$ cat src/rtl/parking_pkg.sv
`default_nettype none
// ============================================================================
// parking_pkg
// Gate arbiter FSM state encoding shared with display control.
// Revision: 1.0 - initial release
// ============================================================================
package parking_pkg;

   typedef logic [2:0] state_t;

   localparam state_t ST_IDLE       = 3'd0;
   localparam state_t ST_OPENING    = 3'd1;
   localparam state_t ST_WAIT_ENTER = 3'd2;
   localparam state_t ST_WAIT_CLEAR = 3'd3;
   localparam state_t ST_CLOSING    = 3'd4;

endpackage
`default_nettype wire

$ cat src/rtl/gate_timeout_timer.sv
`default_nettype none
// ============================================================================
// gate_timeout_timer
// Clear/enable counter that saturates at Max and flags its terminal count.
// Revision: 1.0 - initial release
// ============================================================================
module gate_timeout_timer #(
   parameter int Max   = 7,
   parameter int Width = 3
) (
   input  logic clk,
   input  logic rst_n,
   input  logic clear,
   input  logic enable,
   output logic terminal
);

   logic [Width-1:0] r_count;

   assign terminal = (r_count == Width'(Max));

   // Count up while enabled, hold at Max; clear has priority over counting.
   always_ff @(posedge clk or negedge rst_n) begin
      if (!rst_n) begin
         r_count <= '0;
      end else if (clear) begin
         r_count <= '0;
      end else if (enable && !terminal) begin
         r_count <= r_count + 1'b1;
      end
   end

endmodule
`default_nettype wire

$ cat src/rtl/parking_gate_arbiter.sv
`default_nettype none
// ============================================================================
// parking_gate_arbiter
// Round-robin arbitration of the shared barrier gate between entry and exit
// lanes, gate open/pass/close sequencing and occupancy bookkeeping.
// Revision: 1.0 - initial release
// ============================================================================
module parking_gate_arbiter
   import parking_pkg::*;
#(
   parameter int Capacity    = 4,
   parameter int CountWidth  = 3,
   parameter int PassTimeout = 50_000_000,
   parameter int TimerWidth  = 26
) (
   input  logic                  Clk,
   input  logic                  ResetN,
   input  logic                  EntryReq,
   input  logic                  ExitReq,
   input  logic                  GateOpened,
   input  logic                  GateClosed,
   input  logic                  PassSensor,
   output logic                  EntryGrant,
   output logic                  ExitGrant,
   output logic                  GateOpenCmd,
   output logic                  GateCloseCmd,
   output logic [CountWidth-1:0] Occupancy,
   output logic                  Full,
   output logic                  Empty,
   output logic                  EntryDenied,
   output logic                  TimeoutFlag,
   output logic [2:0]            State
);

   localparam logic [CountWidth-1:0] c_capacity = CountWidth'(Capacity);

   state_t                r_state;
   state_t                w_next_state;
   logic                  r_serve_exit;
   logic                  r_last_exit;
   logic                  r_deny_lvl;
   logic                  w_opened;
   logic                  w_closed;
   logic                  w_elig_entry;
   logic                  w_elig_exit;
   logic                  w_grant;
   logic                  w_grant_exit;
   logic                  w_serve_exit_nxt;
   logic                  w_timer_en;
   logic                  w_timer_term;
   logic                  w_timeout_hit;
   logic                  w_commit;
   logic                  w_deny_lvl;
   logic                  w_open_nxt;
   logic                  w_close_nxt;
   logic [CountWidth-1:0] w_occ_nxt;

   // A stuck pair of limit switches means neither open nor closed.
   assign w_opened = GateOpened & ~GateClosed;
   assign w_closed = GateClosed & ~GateOpened;

   // Arbitration: the lane not served last wins a tie.
   assign w_elig_entry     = EntryReq & ~Full;
   assign w_elig_exit      = ExitReq;
   assign w_grant          = (r_state == ST_IDLE) & (w_elig_entry | w_elig_exit);
   assign w_grant_exit     = w_elig_exit & (~w_elig_entry | ~r_last_exit);
   assign w_serve_exit_nxt = w_grant ? w_grant_exit : r_serve_exit;

   assign w_timer_en = (r_state == ST_OPENING) | (r_state == ST_WAIT_ENTER);
   assign w_deny_lvl = (r_state == ST_IDLE) & EntryReq & Full;

   assign State = r_state;

   gate_timeout_timer #(
      .Max   (PassTimeout - 1),
      .Width (TimerWidth)
   ) u_timer (
      .clk      (Clk),
      .rst_n    (ResetN),
      .clear    (w_grant),
      .enable   (w_timer_en),
      .terminal (w_timer_term)
   );

   // State register plus the served-lane and round-robin history.
   always_ff @(posedge Clk or negedge ResetN) begin
      if (!ResetN) begin
         r_state      <= ST_IDLE;
         r_serve_exit <= 1'b0;
         r_last_exit  <= 1'b1;
      end else begin
         r_state      <= w_next_state;
         r_serve_exit <= w_serve_exit_nxt;
         if ((r_state == ST_CLOSING) && (w_next_state == ST_IDLE)) begin
            r_last_exit <= r_serve_exit;
         end
      end
   end

   // Next-state logic; the awaited sensor event beats a same-cycle timeout.
   always_comb begin
      w_next_state  = r_state;
      w_timeout_hit = 1'b0;
      w_commit      = 1'b0;
      case (r_state)
         ST_IDLE: begin
            if (w_grant) w_next_state = ST_OPENING;
         end
         ST_OPENING: begin
            if (w_opened) begin
               w_next_state = ST_WAIT_ENTER;
            end else if (w_timer_term) begin
               w_next_state  = ST_CLOSING;
               w_timeout_hit = 1'b1;
            end
         end
         ST_WAIT_ENTER: begin
            if (PassSensor) begin
               w_next_state = ST_WAIT_CLEAR;
            end else if (w_timer_term) begin
               w_next_state  = ST_CLOSING;
               w_timeout_hit = 1'b1;
            end
         end
         ST_WAIT_CLEAR: begin
            if (!PassSensor) begin
               w_next_state = ST_CLOSING;
               w_commit     = 1'b1;
            end
         end
         ST_CLOSING: begin
            if (w_closed && !PassSensor) w_next_state = ST_IDLE;
         end
         default: w_next_state = ST_IDLE;
      endcase
   end

   // Next values of the registered outputs, derived from the upcoming state.
   always_comb begin
      w_open_nxt  = 1'b0;
      w_close_nxt = 1'b0;
      case (w_next_state)
         ST_OPENING, ST_WAIT_ENTER, ST_WAIT_CLEAR: w_open_nxt = 1'b1;
         ST_CLOSING: begin
            w_open_nxt  = PassSensor;
            w_close_nxt = ~PassSensor;
         end
         default: w_close_nxt = ~GateClosed;
      endcase
      w_occ_nxt = Occupancy;
      if (w_commit) begin
         if (r_serve_exit) begin
            if (Occupancy != '0) w_occ_nxt = Occupancy - 1'b1;
         end else begin
            if (Occupancy != c_capacity) w_occ_nxt = Occupancy + 1'b1;
         end
      end
   end

   // Output registers: grants, motor commands, count flags and pulses.
   always_ff @(posedge Clk or negedge ResetN) begin
      if (!ResetN) begin
         EntryGrant   <= 1'b0;
         ExitGrant    <= 1'b0;
         GateOpenCmd  <= 1'b0;
         GateCloseCmd <= 1'b0;
         Occupancy    <= '0;
         Full         <= 1'b0;
         Empty        <= 1'b1;
         EntryDenied  <= 1'b0;
         TimeoutFlag  <= 1'b0;
         r_deny_lvl   <= 1'b0;
      end else begin
         EntryGrant   <= (w_next_state != ST_IDLE) & ~w_serve_exit_nxt;
         ExitGrant    <= (w_next_state != ST_IDLE) &  w_serve_exit_nxt;
         GateOpenCmd  <= w_open_nxt;
         GateCloseCmd <= w_close_nxt;
         Occupancy    <= w_occ_nxt;
         Full         <= (w_occ_nxt == c_capacity);
         Empty        <= (w_occ_nxt == '0);
         EntryDenied  <= w_deny_lvl & ~r_deny_lvl;
         TimeoutFlag  <= w_timeout_hit;
         r_deny_lvl   <= w_deny_lvl;
      end
   end

endmodule
`default_nettype wire

$ cat config.mk
export PLATFORM = sky130hd
export DESIGN_NAME = parking_gate_arbiter
export DESIGN_NICKNAME = d
export VERILOG_FILES = /design/src/rtl/parking_pkg.sv /design/src/rtl/gate_timeout_timer.sv /design/src/rtl/parking_gate_arbiter.sv
export SDC_FILE = /design/constraint.sdc
export NUM_CORES = 1
export LEC_CHECK = 0
export BUFFER_PORTS_ARGS = -buffer_cell sky130_fd_sc_hd__buf_4
export CAP_MARGIN = 15
export CORE_MARGIN = 4
export CORE_UTILIZATION = 45
export CTS_CLUSTER_DIAMETER = 150
export DETAILED_ROUTE_END_ITERATION = 16
export GPL_TIMING_DRIVEN = 0
export HOLD_SLACK_MARGIN = 0.06
export MAX_ROUTING_LAYER = met4
export SLEW_MARGIN = 5
export SYNTH_ARGS = -nofsm -noshare
export SYNTH_HDL_FRONTEND = slang
export SYNTH_SLANG_ARGS = --single-unit
$ cat constraint.sdc
create_clock -name Clk -period 2.92 [get_ports Clk]
set_input_delay 0.438 -clock Clk [delete_from_list [all_inputs] [get_ports Clk]]
set_output_delay 0.438 -clock Clk [all_outputs]
set_load 0.05 [all_outputs]
==> load_flow_metrics.sql <==
INSERT INTO impl_metrics (metric_group, metric, value, unit) VALUES
('place', 'numPortBuffers', '19', ''),
('sta', 'finalClockSkew', '0.0126', 'ns'),
('synthesis', 'netlist_top_cells_count', 'sky130_fd_sc_hd__dfrtp_1 (41), sky130_fd_sc_hd__nand2_1 (23), sky130_fd_sc_hd__a21oi_1 (22)', ''),
('synthesis', 'yosys-top-cells-area', 'sky130_fd_sc_hd__dfrtp_1 (42%), sky130_fd_sc_hd__a21oi_1 (4.5%), sky130_fd_sc_hd__o31ai_1 (4.3%)', ''),
('clock_network', 'tritoncts_num_sinks', '43', ''),
('synthesis', 'avgSynthCellArea', '9.13', 'sq um'),
('sta', 'whs', '0.117', 'ns'),
('setup_path', 'crit_path_cell_trace', 'nor4bb_1, nand4_1, o21ai_1, buf_2, buf_2, o21ai_0, a21oi_1', ''),
('setup_path', 'critical_path_cell_count', '7', ''),
('floorplanning', 'placement_rows', '26', ''),
('setup_path', 'crit_start', 'u_timer.r_count[8]$_DFFE_PN0P_', ''),
('place', 'placedInstanceArea', '0.00268', 'sq mm'),
('setup_path', 'path_class', 'reg -> reg', ''),
('synthesis', 'count_of_warnings_emitted_by_yosys', '0', ''),
('clock_network', 'tritoncts_clock_tree', 'built', ''),
('clock_network', 'cts_max_level', '2', ''),
('setup_path', 'r2r_cells', '7', ''),
('cells_and_area', 'area_growth', '14.8', '%'),
('grt', 'global_route_wire_length_before_repair', '10000', 'microns'),
('cells_and_area', 'nets', '305', ''),
('synthesis', 'synth_largest_type_area_fraction', '0.419', ''),
('sta', 'total_negative_slack', '0', 'ns'),
('power_and_ir_drop', 'power.switching_fraction', '0.443', ''),
('synthesis', 'post_synth_num_cell_types', '56', ''),
('synthesis', 'synth.largest_area_cell', 'sky130_fd_sc_hd__dfrtp_1', ''),
('drt', 'drt_pre_antenna_iters', '4', ''),
('setup_path', 'cp_num_buf_inv', '2', ''),
('setup_path', 'critPathRequiredTime', '3.14', 'ns'),
('power_and_ir_drop', 'p_switching', '1.13', 'mW'),
('floorplanning', 'dieArea', '0.00668', 'sq mm'),
('setup_path', 'timing.critical_path.from_type', 'register', ''),
('flow_run', 'maxcap_viol_count', '0', ''),
('setup_path', 'worstPathMaxFanout', '10', ''),
('power_and_ir_drop', 'standby_leakage_power', '1.12', 'nW'),
('sta', 'worst_slew_margin_rel', '0.600', ''),
('drt', 'drt_drc_violations_left', '0', ''),
('place', 'hpwl_after_detailed_placement', '4170', 'microns'),
('drt', 'drtAntennaViolNets', '0', ''),
('setup_path', 'worst_setup_path_end_kind', 'register', ''),
('cells_and_area', 'insertedDiodeCount', '0', ''),
('floorplanning', 'die-width', '81.7', 'microns'),
('clock_network', 'holdBufCountCts', '0', ''),
('clock_network', 'post_cts.repair.setup_buffers', '0', ''),
('sta', 'layout_worst_path_cycle_share', '0.743', ''),
('grt', 'grt_antenna_before_repair', '0', ''),
('sta', 'rsz0062_at_grt', 'no', ''),
('drt', 'drtIter0Drc', '168', ''),
('setup_path', 'timing.rr.end', 'u_timer.r_count[6]$_DFFE_PN0P_', ''),
('drt', 'num_vias', '2145', ''),
('floorplanning', 'ios', '21', ''),
('clock_network', 'worst_setup_hold_path_clk_slew', '0.09', 'ns'),
('synthesis', 'synthMostInstantiatedCell', 'sky130_fd_sc_hd__dfrtp_1', ''),
('outcome', 'status', 'complete, no violations', ''),
('setup_path', 'r2r-start', 'u_timer.r_count[8]$_DFFE_PN0P_', ''),
('power_and_ir_drop', 'power_share_of_the_combinational_group', '0.467', ''),
('setup_path', 'cp-endpoint', 'u_timer.r_count[6]$_DFFE_PN0P_', ''),
('hold_path', 'timing.hold.worst.class', 'in -> async', ''),
('grt', 'grt_usage', '0.202', ''),
('setup_path', 'critical-path-top-delay-family', 'simple AND/OR/NAND/NOR gates', ''),
('power_and_ir_drop', 'p_clk_frac', '0.215', ''),
('sta', 'report.final.slew_viol_count', '0', ''),
('setup_path', 'cpMostUsedCell', 'sky130_fd_sc_hd__buf_2', ''),
('grt', 'via_count_of_the_first_global_routing_pass', '2012', ''),
('grt', 'largest_net_degree_at_the_start_of_global_routing', '44', ''),
('synthesis', 'synth_edf_count', '0', ''),
('power_and_ir_drop', 'ir_drop', '0.000682', 'V'),
('clock_network', 'cts_resized', '0', ''),
('floorplanning', 'initial_core_util', '0.473', ''),
('cells_and_area', 'drive_above_1_share', '0.153', ''),
('sta', 'final_hold_viol_count', '0', ''),
('grt', 'overflow', '0', '');
==> metal layers <==
| layer | GRT usage | up-vias | routed length, microns | part of all wire |
|---|---|---|---|---|
| li1 | - | 1062 | - | - |
| met1 | 0.295 | 1031 | 2830 | 0.49 |
| met2 | 0.283 | 45 | 2570 | 0.45 |
| met3 | 0.0417 | 7 | 278 | 0.048 |
| met4 | 0.0581 | 0 | 69 | 0.012 |
| met5 | - | - | 0 | 0 |
==> sequential cells by signal (all words and copies together) (netlist names) <==
register         flops
Full                 1
GateOpenCmd          1
u_timer.r_count     26
r_last_exit          1
r_serve_exit         1
EntryDenied          1
GateCloseCmd         1
TimeoutFlag          1
EntryGrant           1
r_deny_lvl           1
ExitGrant            1
State                3
Occupancy            3
Empty                1
==> through the flow <==
step           setup WS, ns  power, mW  std cells  utilization
2_1_floorplan         0.873       1.67        268            -
3_3_place_gp          0.815       2.01        357        0.517
3_5_place_dp          0.778       2.01        357        0.517
4_1_cts               0.789       2.56        365        0.543
5_1_grt               0.554       2.72        365        0.543
6_report              0.750       2.55        365        0.543
==> cell families (layout without fill, tap and decap cells) <==
kind of cell	count (synthesis)	count (layout)	synth area share
AOI/OAI and AO/OA	72	72	0.189
xor gates and xnor gates	4	4	0.0143
adders and majority gates	4	4	0.0205
buffers and inverters	20	47	0.0353
DFF	43	43	0.441
muxes	2	2	0.00870
and+or+nand+nor	123	123	0.292
==> power by group through the flow <==
| stage | registers (mW) | logic, mW | clock network, mW |
|---|---|---|---|
| after CTS | 0.813 | 1.19 | 0.561 |
| final | 0.812 | 1.19 | 0.549 |
| after global routing | 0.833 | 1.30 | 0.594 |
| after floorplan | 1.07 | 0.605 | 0 |
| after detailed placement | 0.823 | 1.19 | 0 |
| after global placement | 0.822 | 1.19 | 0 |
==> cell usage in the layout, fill, tap and decap left out, types with 2 or more instances in the layout <==
cell type                   netlist  final
sky130_fd_sc_hd__inv_1            8      8
sky130_fd_sc_hd__o21a_1           4      4
sky130_fd_sc_hd__a22oi_1          3      3
sky130_fd_sc_hd__o21ai_0         13     13
sky130_fd_sc_hd__bufinv_16        0      2
sky130_fd_sc_hd__or2_2            4      4
sky130_fd_sc_hd__xnor2_1          3      3
sky130_fd_sc_hd__or3_1            6      6
sky130_fd_sc_hd__nor2b_1          5      5
sky130_fd_sc_hd__a21oi_1         22     22
sky130_fd_sc_hd__nand2_1         23     23
sky130_fd_sc_hd__nand3_1         14     14
sky130_fd_sc_hd__nor2_1          19     19
sky130_fd_sc_hd__and3_1           2      2
sky130_fd_sc_hd__clkbuf_1         7      8
sky130_fd_sc_hd__or4_1           12     12
sky130_fd_sc_hd__buf_4            0     19
sky130_fd_sc_hd__nor3_1           8      8
sky130_fd_sc_hd__o31ai_1         14     14
sky130_fd_sc_hd__dfrtp_1         41     41
sky130_fd_sc_hd__clkbuf_8         0      5
sky130_fd_sc_hd__nand4_1          7      7
sky130_fd_sc_hd__dfstp_2          2      2
sky130_fd_sc_hd__nor4b_1          2      2
sky130_fd_sc_hd__ha_1             4      4
sky130_fd_sc_hd__and4_1           2      2
sky130_fd_sc_hd__o21ai_1          2      2
sky130_fd_sc_hd__o211ai_1         2      2
sky130_fd_sc_hd__buf_2            3      3
sky130_fd_sc_hd__nor4_1           5      5
sky130_fd_sc_hd__nand2b_1         3      3
==> cell type report <==
cell class	count	area (sq um)	share of cell area
plain buffers	12	56.3	0.0200
clock buffers	6	72.6	0.0258
clock inverters	2	60.1	0.0214
inverters	8	30.0	0.0107
multi-input cells	205	1280	0.456
flip-flops and latches	43	1080	0.384
well taps	70	87.6	0.0312
repair buffers	19	143	0.0508
==> worst min-delay path by stage <==
| stage | depth (start not counted) | slack, ns | startpoint | to |
|---|---|---|---|---|
| 6_report | 1 | 0.12 | ResetN | u_timer.r_count[0]$_DFFE_PN0P_ |
| 3_5_place_dp | 1 | 0.39 | r_deny_lvl$_DFF_PN0_ | EntryDenied$_DFF_PN0_ |
| 3_3_place_gp | 1 | 0.38 | r_deny_lvl$_DFF_PN0_ | EntryDenied$_DFF_PN0_ |
| 5_1_grt | 1 | 0.16 | ResetN | u_timer.r_count[0]$_DFFE_PN0P_ |
| 4_1_cts | 1 | 0.14 | ResetN | u_timer.r_count[10]$_DFFE_PN0P_ |
| 2_1_floorplan | 0 | 0.14 | ResetN | EntryDenied$_DFF_PN0_ |
Power figures use the tool's default switching activity.
